--- src/rtl/stream_mux_rr.sv ---
// N-channel valid/ready stream multiplexer with fixed-select or round-robin
// pick, feeding a one-entry output register. Includes a protocol checker.

module stream_mux_rr #(
  parameter int WIDTH = 8,
  parameter int N     = 4,
  parameter int SELW  = $clog2(N)
) (
  input  logic               clk,
  input  logic               reset,
  input  logic [N*WIDTH-1:0] in_data,
  input  logic [N-1:0]       in_valid,
  output logic [N-1:0]       in_ready,
  input  logic               mode,
  input  logic [SELW-1:0]    sel,
  output logic [WIDTH-1:0]   out_data,
  output logic               out_valid,
  input  logic               out_ready,
  output logic [SELW-1:0]    grant
);

  logic [SELW-1:0]  rr_last;
  logic [SELW:0]    pick;
  logic             can_load;
  logic             cand_found;
  logic [SELW-1:0]  cand;
  logic [WIDTH-1:0] cand_data;
  logic             xfer;

  function automatic logic bit_at(input logic [N-1:0] v, input int idx);
    return |(v & (N'(1) << idx));
  endfunction

  // Result packs {found, index}; sel beyond N-1 never selects anything.
  function automatic logic [SELW:0] fixed_pick(input logic [N-1:0] valid,
                                               input logic [SELW-1:0] s);
    logic [SELW:0] r;
    if ((int'(s) < N) && bit_at(valid, int'(s))) begin
      r = {1'b1, s};
    end else begin
      r = {1'b0, s};
    end
    return r;
  endfunction

  function automatic logic [SELW:0] rr_pick(input logic [N-1:0] valid,
                                            input logic [SELW-1:0] last);
    logic [SELW:0] r;
    int            idx;
    r = '0;
    for (int k = 1; k <= N; k++) begin
      idx = (int'(last) + k) % N;
      if (!r[SELW] && bit_at(valid, idx)) begin
        r = {1'b1, SELW'(idx)};
      end else begin
        r = r;
      end
    end
    return r;
  endfunction

  // Candidate selection, per-channel ready and transfer decision.
  always_comb begin
    can_load = !out_valid || out_ready;
    if (mode) begin
      pick = rr_pick(in_valid, rr_last);
    end else begin
      pick = fixed_pick(in_valid, sel);
    end
    cand_found = pick[SELW];
    cand       = pick[SELW-1:0];
    cand_data  = WIDTH'(in_data >> (int'(cand) * WIDTH));
    xfer       = cand_found && can_load;
    if (xfer) begin
      in_ready = N'(1) << cand;
    end else begin
      in_ready = '0;
    end
  end

  // Output register and round-robin pointer; load wins over drain.
  always_ff @(posedge clk or posedge reset) begin
    if (reset) begin
      out_valid <= 1'b0;
      out_data  <= '0;
      grant     <= '0;
      rr_last   <= SELW'(N - 1);
    end else begin
      if (xfer) begin
        out_valid <= 1'b1;
        out_data  <= cand_data;
        grant     <= cand;
      end else if (out_ready) begin
        out_valid <= 1'b0;
      end else begin
        out_valid <= out_valid;
      end
      if (xfer && mode) begin
        rr_last <= cand;
      end
    end
  end

endmodule


--- config.mk ---
export PLATFORM = sky130hd
export DESIGN_NAME = stream_mux_rr
export DESIGN_NICKNAME = d
export VERILOG_FILES = /design/src/rtl/stream_mux_rr.sv
export SDC_FILE = /design/constraint.sdc
export NUM_CORES = 1
export LEC_CHECK = 0
export CAP_MARGIN = 20
export CORE_MARGIN = 10
export CORE_UTILIZATION = 35
export DETAILED_ROUTE_END_ITERATION = 6
export GPL_TIMING_DRIVEN = 0
export HOLD_SLACK_MARGIN = 0.12
export PLACE_DENSITY = 0.7
export RECOVER_POWER = 50
export SETUP_SLACK_MARGIN = 0.2
export SLEW_MARGIN = 25
export SYNTH_ARGS = -nofsm -noshare
export SYNTH_HDL_FRONTEND = slang
export SYNTH_SLANG_ARGS = --single-unit
--- constraint.sdc ---
create_clock -name clk -period 5.2 [get_ports clk]
set_clock_uncertainty 0.15 [all_clocks]
set_input_delay 0.52 -clock clk [delete_from_list [all_inputs] [get_ports clk]]
set_output_delay 0.52 -clock clk [all_outputs]
set_load 0.01 [all_outputs]
Word-level counts from Yosys, hierarchy flattened
Cells that the tools add are included.
{"block": "totals", "regBits": 13, "input_bits": 42, "output_inout_bits": 15}
{"block": "op_classes", "reduce_logical": 20, "n_shift": 7, "n_addsub": 4, "bitwise_logic": 9, "muxes": 12}
{"op": "1-bit by 32-bit left shift with 4-bit output (first input constant)", "count": 4}
{"op": "32-bit by 5-bit right shift with 8-bit output", "count": 1}
{"op": "3-bit 2-to-1 mux", "count": 9}
{"op": "4-bit AND", "count": 5}
{"op": "4-bit OR reduction", "count": 5}
{"op": "2-bit OR reduction", "count": 4}
{"op": "1-bit by 2-bit left shift with 4-bit output (first input constant)", "count": 2}
{"op": "1-bit logical AND", "count": 5}
{"op": "2-bit by 1-bit adder with 2-bit output (second input constant)", "count": 2}
{"op": "2-bit adder (second input constant)", "count": 2}
{"op": "1-bit AND (first input constant)", "count": 4}
{"op": "1-bit zero test", "count": 4}
{"op": "4-bit 2-to-1 mux", "count": 1}
{"op": "1-bit 2-to-1 mux", "count": 2}
{"op": "2-bit nonzero test", "count": 1}
{"op": "1-bit logical OR", "count": 1}

Depth between registers and ports, before layout
{"block": "logic_depth", "ltp_word": 22, "mapped_depth": 10, "mapped_depth_nobuf": 8}

Worst setup path before layout
No wires, ideal clock.
{"block": "synth_path", "kind": "flip-flop to output port", "startpoint": "reg rr_last[0]", "endpoint": "out in_ready[0]", "path_buffers": 1, "arrival_ns": 2.140, "required_ns": 4.530, "stages_incl_launch_ff": 10, "setup_slack_ns": 2.390, "path_cell_list": "dfstp_2 -> inv_1 -> ha_1 -> a22oi_1 -> and2_4 -> a2bb2oi_2 -> o211ai_2 -> buf_6 -> or2_2 -> nor2_1"}
{"block": "synth_via", "elab_chain_len": 22, "elab_cells_between_ends": 41}
{"item": "from (decl)", "line_no": "22", "rtl": "logic [SELW-1:0] rr_last;"}
{"item": "from (signal assigned)", "line_no": "87", "rtl": "rr_last <= SELW'(N - 1);"}
{"item": "from (signal assigned)", "line_no": "99", "rtl": "rr_last <= cand;"}
{"item": "2-bit by 1-bit adder with 2-bit output", "line_no": "52", "rtl": "idx = (int'(last) + k) % N;"}
{"item": "2-bit OR reduction (no source line)"}
{"item": "1-bit AND (no source line)"}
{"item": "1-bit by 32-bit left shift with 4-bit output", "line_no": "31", "rtl": "return |(v & (N'(1) << idx));"}
{"item": "4-bit AND", "line_no": "31"}
{"item": "4-bit OR reduction", "line_no": "31"}
{"item": "3-bit 2-to-1 mux", "line_no": "53", "rtl": "if (!r[SELW] && bit_at(valid, idx)) begin"}
{"item": "3-bit 2-to-1 mux", "line_no": "65", "rtl": "if (mode) begin"}
{"item": "[... 6 more ...]"}
{"item": "3-bit 2-to-1 mux", "line_no": "53"}
{"item": "3-bit 2-to-1 mux", "line_no": "65"}
{"item": "1-bit zero test", "line_no": "53"}
{"item": "1-bit logical AND", "line_no": "53"}
{"item": "3-bit 2-to-1 mux (*)", "line_no": "53"}
{"item": "3-bit 2-to-1 mux (*)", "line_no": "65"}
{"item": "1-bit by 2-bit left shift with 4-bit output / 1-bit logical AND (equally long branches)", "line_no": "75, 73"}
{"item": "4-bit 2-to-1 mux (*)", "line_no": "74", "rtl": "if (xfer) begin"}
{"item": "to (decl)", "line_no": "13", "rtl": "output logic [N-1:0] in_ready,"}
Mark *: on every way between the ends. The rest lies on a longest branch, timed or not. The select of a mux whose other input is x is not followed.

Worst setup path in the final report
{"block": "layout_path", "startpoint": "reg rr_last[0]", "endpoint": "out in_ready[2]"}
Same word-level chain as after synthesis.

==> flow_summary.json <==
{
  "synth_sequential_area_ratio_pct": 29.27,
  "grt_first_pass_wirelength_um": 5837,
  "utilization_pct": 57.38,
  "dpl.cell_count": 211,
  "synthMostInstantiatedCell": "sky130_fd_sc_hd__mux2i_1",
  "dr.first_iter.drc_count": 59,
  "vias": 1120,
  "post-route-min-period_ns": 3.738,
  "insertedDiodeCount": 0,
  "detailed_place_hpwl_um": 2967,
  "criticalPathCategory": "reg2out",
  "start_util_pct": 36.68,
  "min_period_over_period_pct": 71.88,
  "numCtsBuffers": 3,
  "syn2layout_area_growth_pct": 56.42,
  "post-cts-setup-buffer-count": 0,
  "hold_violations": 0,
  "placement.io_buffers": 55,
  "detail_route.wirelength_um": 3495,
  "die_area_um2": 5862,
  "crit_fanout": 10,
  "final_standard_cell_count_with_taps_included_and_fillers_excluded": 215,
  "arrival_ns": 3.07,
  "start_kind": "register",
  "timing.slew.headroom_pct": 66.21,
  "worst_pin_slew_ns": 0.5063,
  "slew_viols_final": 0,
  "post_route_cells_drive_above_1_share_pct": 12.87,
  "synth_top_area_share_pct": 24.58,
  "netlist-cell-type-count": 39,
  "vias_per_cell": 5.209,
  "post_cts_resized": 0,
  "worst_setup_path_end_kind": "output port",
  "timing.reg2reg.worst_path_depth": 8,
  "cts_tree": "done",
  "synth_enable_flop_cells": 0,
  "wire_per_inst_um": 16.26,
  "synth_area_per_cell_um2": 9.998,
  "ys_seq_elements": 13,
  "rsz_0062_raised_after_global_routing": "false",
  "clock_sink_count": 13,
  "io-pin-count": 57,
  "synth_top_cells_by_count": "sky130_fd_sc_hd__mux2i_1, sky130_fd_sc_hd__nand2_1, sky130_fd_sc_hd__dfrtp_1, sky130_fd_sc_hd__o221ai_1, sky130_fd_sc_hd__nor2_1",
  "synth.top_cells.by_area": "sky130_fd_sc_hd__dfrtp_1, sky130_fd_sc_hd__mux2i_1, sky130_fd_sc_hd__o221ai_1",
  "grt_start_max_net_pins": 14,
  "power.density_nw_per_um2": 499.4,
  "die_w_um": 76.57,
  "drt_drc_violations_left": 0,
  "placementRows": 20,
  "grt_pass1_vias": 1155,
  "synth-main-ff-cell": "sky130_fd_sc_hd__dfrtp_1",
  "htree_levels": 1,
  "drv_cap": 0,
  "post-synth-top-area-cell": "sky130_fd_sc_hd__dfrtp_1",
  "fin_setup_tns_ns": 0,
  "mappedNetlistNets": 159,
  "async_reset_ff_share_pct": 100.0,
  "postRouteAntennaNets": 0,
  "clock_tree.root_cell": "sky130_fd_sc_hd__clkbuf_4",
  "setup_viol": 0,
  "chipHeight_um": 76.57,
  "min_delay_path_depth": 2,
  "grt_overflow_total": 0,
  "run_status": "completed",
  "cts.hold.buffers_added": 0,
  "synthesis.area_um2": 1120,
  "synthesized_netlist_cell_count": 112,
  "number_of_antenna_violations_at_the_first_check_in_global_routing": 0,
  "clk_transition_reported_paths_ns": 0.07,
  "power.static_leakage_uw": 0.0007270,
  "highest_clock_rate_ghz": 0.2675,
  "drtPass1Iterations": 4,
  "cts-root-to-sink-buffers": 2,
  "cp.required_ns": 4.53,
  "type_of_the_tightest_min_delay_check": "reg2reg",
  "finalNetCount": 219,
  "irDropWorstVdd_mv": 0.2468,
  "gp_congestion": 0.7733,
  "core_area_um2": 3053,
  "synth_warnings": 0,
  "global_route_usage_over_all_layers_pct": 11.99,
  "worstSkewPairLatency_ns": 0.27
}
==> through the flow <==
stage	instance area, µm²	hold slack (ns)	worst slack (ns)	total power (µW)
6_report	1752	0.3385	1.462	874.8
5_1_grt	1752	0.3651	1.234	954.7
4_1_cts	1752	0.3507	1.419	894.8
3_5_place_dp	1725	0.3322	1.627	829.5
3_3_place_gp	1725	0.3179	1.694	814.1
2_1_floorplan	1120	0.2455	2.390	611.9
==> cell type report <==
type	instances	area, µm²
Fill cell	275	1301
Multi-Input combinational cell	91	737.0
Timing Repair Buffer	55	550.5
Sequential cell	13	327.8
Tap cell	44	55.05
Buffer	3	36.28
Clock buffer	4	26.28
Inverter	5	18.77
==> kinds of logic (layout without fill, tap and decap cells) <==
kind of cell    after synthesis  after routing  share of synthesized area, %
buf+inv                       8             67                         4.916
compound gates               34             34                         28.04
flops                        13             13                         29.27
fa+ha+maj                     5              5                         5.587
xor+xnor                      1              1                        0.7823
simple gates                 34             34                         14.75
mux                          17             17                         16.65
==> metal layers <==
layer | GRT usage (%) | vias to the layer above | wire length, µm
li1 | - | 551 | -
met1 | 13.71 | 534 | 1388
met2 | 21.68 | 33 | 1930
met3 | 2.948 | 2 | 157
met4 | 2.788 | 0 | 19
met5 | 0 | - | 0
==> worst max-delay path, stage by stage, from the launching register on <==
cell and delay [ns]:
sky130_fd_sc_hd__dfstp_2 0.58, sky130_fd_sc_hd__inv_1 0.11, sky130_fd_sc_hd__ha_1 0.27, sky130_fd_sc_hd__a22oi_1 0.25, sky130_fd_sc_hd__and2_4 0.22, sky130_fd_sc_hd__nand4_1 0.20
sky130_fd_sc_hd__o21ai_2 0.43, sky130_fd_sc_hd__or2_2 0.22, sky130_fd_sc_hd__nor2_1 0.04, sky130_fd_sc_hd__clkdlybuf4s50_1 0.49
==> worst paths after layout <==
check | startpoint | slack [ns] | endpoint
max reg2reg | rr_last[0]$_DFFE_PP1P_ | 2.53 | out_data[5]$_DFFE_PP0P_
min in group asynchronous | reset | 0.56 | out_data[6]$_DFFE_PP0P_
max | rr_last[0]$_DFFE_PP1P_ | 1.46 | in_ready[2]
min reg2reg | out_data[2]$_DFFE_PP0P_ | 0.34 | out_data[2]$_DFFE_PP0P_
max in group asynchronous | reset | 3.98 | rr_last[1]$_DFFE_PP1P_
min | out_data[2]$_DFFE_PP0P_ | 0.34 | out_data[2]$_DFFE_PP0P_
==> flip-flops by register name (all words and copies together) (netlist names) <==
signal,cells
grant,2
out_data,8
out_valid,1
rr_last,2
==> layout by cell type (no fill, tap or decap), drive strengths merged, types with 2 or more instances in the layout <==
master         Yosys  routed
nor2               7       7
nand4              2       2
clkbuf             0       4
dlygate4sd3        0       8
inv                5       5
dfstp              2       2
o21ai              4       4
a21oi              2       2
o2111ai            2       2
clkdlybuf4s50      0      47
a22oi              6       6
mux2i             16      16
a22o               2       2
o221ai             8       8
ha                 5       5
buf                3       3
o21a               3       3
dfrtp             11      11
nand2             17      17
and2               3       3
==> power by group <==
part           switching [µW]  internal (µW)
clock                    30.7           29.7
sequential               33.0            156
combinational             313            312
No activity file was read; power rests on OpenSTA's default activity.
